**config.mk**
```make
export PLATFORM = sky130hd
export DESIGN_NAME = stack_unit
export DESIGN_NICKNAME = d
export VERILOG_FILES = /design/src/rtl/stack_pkg.sv /design/src/rtl/stack_regfile.sv /design/src/rtl/stack_unit.sv
export SDC_FILE = /design/constraint.sdc
export NUM_CORES = 1
export LEC_CHECK = 0
export BUFFER_PORTS_ARGS = -buffer_cell sky130_fd_sc_hd__buf_2
export CAP_MARGIN = 20
export CELL_PAD_IN_SITES_DETAIL_PLACEMENT = 0
export CELL_PAD_IN_SITES_GLOBAL_PLACEMENT = 2
export CORE_MARGIN = 1.5
export CORE_UTILIZATION = 45
export CTS_BUF_LIST = sky130_fd_sc_hd__clkbuf_8 sky130_fd_sc_hd__clkbuf_16
export DETAILED_ROUTE_END_ITERATION = 10
export PLACE_DENSITY = 0.8
export SLEW_MARGIN = 40
export SYNTH_ARGS = -nofsm -noshare
export SYNTH_HDL_FRONTEND = slang
export SYNTH_HIERARCHICAL = 1
export SYNTH_SLANG_ARGS = --single-unit
export TNS_END_PERCENT = 1
```
**constraint.sdc**
```tcl
create_clock -name clk -period 3.5 [get_ports clk]
set_input_delay 0.35 -clock clk [delete_from_list [all_inputs] [get_ports clk]]
set_output_delay 0.35 -clock clk [all_outputs]
set_load 0.01 [all_outputs]
```
**src/rtl/stack_pkg.sv**
```systemverilog
// Shared constants and command encoding for the operand stack.
package stack_pkg;

  localparam int W_DEF     = 8;
  localparam int DEPTH_DEF = 8;

  typedef enum logic [2:0] {
    IDLE,
    PUSH,
    POP,
    PEEK,
    REPLACE
  } stack_cmd_t;

endpackage

```
**src/rtl/stack_regfile.sv**
```systemverilog
// Operand storage: one synchronous write port,
// one asynchronous read port.
module stack_regfile #(
  parameter int W     = 8,
  parameter int DEPTH = 8,
  parameter int AW    = $clog2(DEPTH)
) (
  input  logic          clk,
  input  logic          we,
  input  logic [AW-1:0] waddr,
  input  logic [W-1:0]  wdata,
  input  logic [AW-1:0] raddr,
  output logic [W-1:0]  rdata
);

  logic [W-1:0] mem [DEPTH];

  always_ff @(posedge clk) begin
    if (we) mem[waddr] <= wdata;
  end

  assign rdata = mem[raddr];

endmodule

```
**src/rtl/stack_unit.sv**
```systemverilog
// LIFO operand stack with registered output
// and sticky overflow/underflow flags.
module stack_unit
  import stack_pkg::*;
#(
  parameter  int W     = W_DEF,
  parameter  int DEPTH = DEPTH_DEF,
  localparam int SPW   = $clog2(DEPTH + 1)
) (
  input  logic           clk,
  input  logic           rst,
  input  logic           push,
  input  logic           pop,
  input  logic           tos,
  input  logic [W-1:0]   din,
  input  logic           err_clr,
  output logic [W-1:0]   dout,
  output logic [SPW-1:0] count,
  output logic           empty,
  output logic           full,
  output logic           overflow,
  output logic           underflow
);

  localparam int AW = $clog2(DEPTH);

  stack_cmd_t     cmd;
  logic [AW-1:0]  top_idx;
  logic [AW-1:0]  waddr;
  logic [W-1:0]   rdata;
  logic           we;
  logic [SPW-1:0] count_n;
  logic [W-1:0]   dout_n;
  logic           ovf_set;
  logic           unf_set;

  always_comb begin
    cmd = IDLE;
    unique case (1'b1)
      push && pop:          cmd = REPLACE;
      pop && !push:         cmd = POP;
      push && !pop:         cmd = PUSH;
      tos && !push && !pop: cmd = PEEK;
      default:              cmd = IDLE;
    endcase
  end

  assign empty   = (count == '0);
  assign full    = (count == SPW'(DEPTH));
  assign top_idx = AW'(count - SPW'(1));

  // Replace-top overwrites the current top; a plain push
  // writes the free slot at the count index.
  assign we    = (cmd == PUSH && !full) ||
                 (cmd == REPLACE && !empty);
  assign waddr = (cmd == REPLACE) ? top_idx
                                  : AW'(count);

  stack_regfile #(
    .W     (W),
    .DEPTH (DEPTH),
    .AW    (AW)
  ) u_rf (
    .clk   (clk),
    .we    (we),
    .waddr (waddr),
    .wdata (din),
    .raddr (top_idx),
    .rdata (rdata)
  );

  always_comb begin
    count_n = count;
    dout_n  = dout;
    ovf_set = 1'b0;
    unf_set = 1'b0;
    unique case (cmd)
      PUSH: begin
        if (full) ovf_set = 1'b1;
        else      count_n = count + SPW'(1);
      end
      POP: begin
        if (empty) begin
          unf_set = 1'b1;
        end else begin
          dout_n  = rdata;
          count_n = count - SPW'(1);
        end
      end
      REPLACE, PEEK: begin
        if (empty) unf_set = 1'b1;
        else       dout_n  = rdata;
      end
      default: ;
    endcase
  end

  always_ff @(posedge clk or negedge rst) begin
    if (!rst) begin
      count     <= '0;
      dout      <= '0;
      overflow  <= 1'b0;
      underflow <= 1'b0;
    end else begin
      count     <= count_n;
      dout      <= dout_n;
      overflow  <= ovf_set | (overflow & ~err_clr);
      underflow <= unf_set | (underflow & ~err_clr);
    end
  end

endmodule

```
==> impl_metrics.ini <==
[logic_synthesis]
yosys_register_bits = 78
ys_seq_area_share_pct = 68.3
synthMuxAreaShare_pct = 18.8
synth_compound_area_share_pct = 2.18
synthArstFlopShare_pct = 17.9
yosys.area.top_type_share_pct = 57.7
netlist_top_cells_area = edfxtp_1 (58%), mux4_1 (12%), dfrtp_1 (11%)
synth.distinct_cells = 35
synth_area_per_cell_um2 = 18.9
synth_area_leader_cell = edfxtp_1
syn_inst = 176
yosysMostFrequentCell = edfxtp_1
yosys.area_share.simple_pct = 5.04
synth_warnings = 6
synth_edf_count = 64
synth_common_cells = edfxtp_1 (64), mux4_1 (15), dfrtp_1 (14)
synth_top_family_by_area = multiplexers
synth_area_mm2 = 0.00333
synth_fp_nets = 192
ys.flop_type = edfxtp_1
synthAdderAreaFrac_pct = 0.752
synth_xor_area_share_pct = 1.84

[global_route]
grt_overflow = 0
grt_usage_pct = 16.4
grt_max_degree = 18
antenna_found_initial = 0
grt_pass1_wl_um = 8970
grt_pass1_vias = 1606

[run_status]
outcome = complete, no violations

[clock_network]
clock_sinks = 78
post_cts_buffers = 0
htree_num_levels = 3
clk_pin_slew_ps = 80
clock_latency_ps = 350
numCtsBuffers = 9
cts_tree = yes
clock_path_buffers = 2
root_buffer = clkbuf_8

[layout]
fill_cells = 611
drive_above_1_share_pct = 33.2
nets = 228
multi_input_area_um2 = 956
regArea_mm2 = 0.00227
syn_to_final_growth_pct = 13.0
antenna_cells = 0

[placement]
hpwl_um = 4030
place_ws_ps = 998
gp_congestion = 0.781
portBuffers = 29

[floorplanning]
initial_core_util_pct = 46.1
die_x_um = 89
coreArea_mm2 = 0.00721
rows = 31
pin_count = 30
die_h_um = 89
fp.dieArea_mm2 = 0.00792

[sta]
maxSlewHeadroom_pct = 46.0
setup_slack_ps = 975
fmax_ghz = 0.396
worst_clock_skew_ps = 11.4
hold_viol = 0
finalSetupTns_ps = 0
finalCritPeriodShare_pct = 72.2
setup_viol = 0
tightest_slew_ps = 806
post-route-min-period_ps = 2530
rsz0062_at_grt = no
slew_violations = 0

[route]
drc = 0
finalWirelength_um = 5890
wire_per_inst_um = 18.6
viasPerCell = 5.34
dr_total_vias = 1688
antenna_left = 0
drt_iter0_markers = 102
drt_pass1_iterations = 4

[setup_path]
reg2reg_depth = 5
cp_max_fo = 8
cp-end-kind = register
cp.arrival_ps = 2500
start_kind = register
r2r_setup_slack_ps = 970
crit_type = reg -> reg
worstReg2RegEnd = u_rf/mem[6][7]
regToRegStartpoint = count[0]
cp.required_ps = 3480

[power_and_ir_drop]
power_leakage_nw = 1.40
powerDensity_mw_per_mm2 = 873
peakVddDrop_v = 0.000268

[min_path]
hold-path-cell-count = 3
hold_path_class = in -> reg
hold_start = err_clr
worstHoldEndpoint = underflow

[run]
max_cap_violations = 0
metal layers:
| layer | wire length (um) | vias up | share of wire [%] | GRT usage, % |
|---|---|---|---|---|
| li1 | - | 761 | - | - |
| met1 | 2750 | 867 | 47 | 22.1 |
| met2 | 2810 | 52 | 48 | 25.1 |
| met3 | 249 | 8 | 4.2 | 4.43 |
| met4 | 81 | 0 | 1.4 | 7.13 |
| met5 | 0 | - | 0 | 0 |
report_power, final:
group / internal [mW] / switching, mW / total [mW]
clock: 0.332 / 0.335 / 0.667
sequential: 1.22 / 0.100 / 1.32
combinational: 0.680 / 0.612 / 1.29
total: 2.23 / 1.05 / 3.28
worst max-delay path, cell delays in order (launching register included):
cell,delay [ps]
dfrtp_1,440
inv_1,100
ha_1,350
o21ai_0,450
nand2b_1,170
nor2_1,650
layout make-up:
| type | instances | area share, % |
|---|---|---|
| clock buffers | 9 | 3.29 |
| clock inverters | 7 | 1.93 |
| inverters | 7 | 0.699 |
| multi-input cells | 82 | 25.4 |
| flip-flops and latches | 78 | 60.4 |
| well taps | 99 | 3.29 |
| repair buffers | 34 | 4.93 |
state kept, by name, summed over array words and instances, names as in the netlist:
name       count
overflow       1
u_rf/mem      64
count          4
dout           8
underflow      1
logic make-up after synthesis:
logic type | count (synthesis)
and+or+nand+nor | 30
DFF | 78
adders and majority gates | 2
buffers and inverters | 16
muxes | 32
xor gates and xnor gates | 7
AOI/OAI and AO/OA | 11
timing repair:
| action | CTS | global route |
|---|---|---|
| endpoints found under the hold margin | 14 | 0 |
| hold buffers | 1 | 0 |
| gates resized for setup | 0 | 0 |
metrics by stage:
step | hold slack [ps] | util (%) | power, mW | cells | instance area, um^2
5_1_grt | 294 | 52.1 | 3.47 | 316 | 3760
3_5_place_dp | 264 | 49.2 | 2.65 | 299 | 3550
3_3_place_gp | 254 | 49.2 | 2.61 | 299 | 3550
4_1_cts | 269 | 52.1 | 3.32 | 316 | 3760
2_1_floorplan | 54.4 | - | 2.33 | 176 | 3330
6_report | 291 | 52.1 | 3.28 | 316 | 3760
cell usage in the layout (no fill, tap or decap), types with 2 or more instances in the layout:
master      instances
buf_2              29
inv_6               2
mux2_4              8
xor2_1              2
ha_1                2
clkinv_2            2
inv_1               6
dfrtp_1            14
a21oi_1             3
clkbuf_8            9
mux4_1             15
nor3_1              3
nand2b_1            5
clkinvlp_4          2
mux2_2              8
nand2_1             7
nor2_1              5
nand3_1             2
xnor2_1             5
edfxtp_1           64
buf_4               4
o21ai_0             3
how the worst max path moves through the flow:
| stage | start | end | slack, ps |
|---|---|---|---|
| 3_3_place_gp | count[0] | u_rf/mem[3][2] | 1150 |
| 2_1_floorplan | count[0] | dout[0] | 1130 |
| 4_1_cts | count[0] | u_rf/mem[6][7] | 990 |
| 6_report | count[0] | u_rf/mem[6][7] | 970 |
| 5_1_grt | count[0] | u_rf/mem[6][7] | 770 |
| 3_5_place_dp | count[0] | u_rf/mem[2][2] | 1000 |
Note: power is estimated with default switching activity, not from simulation.
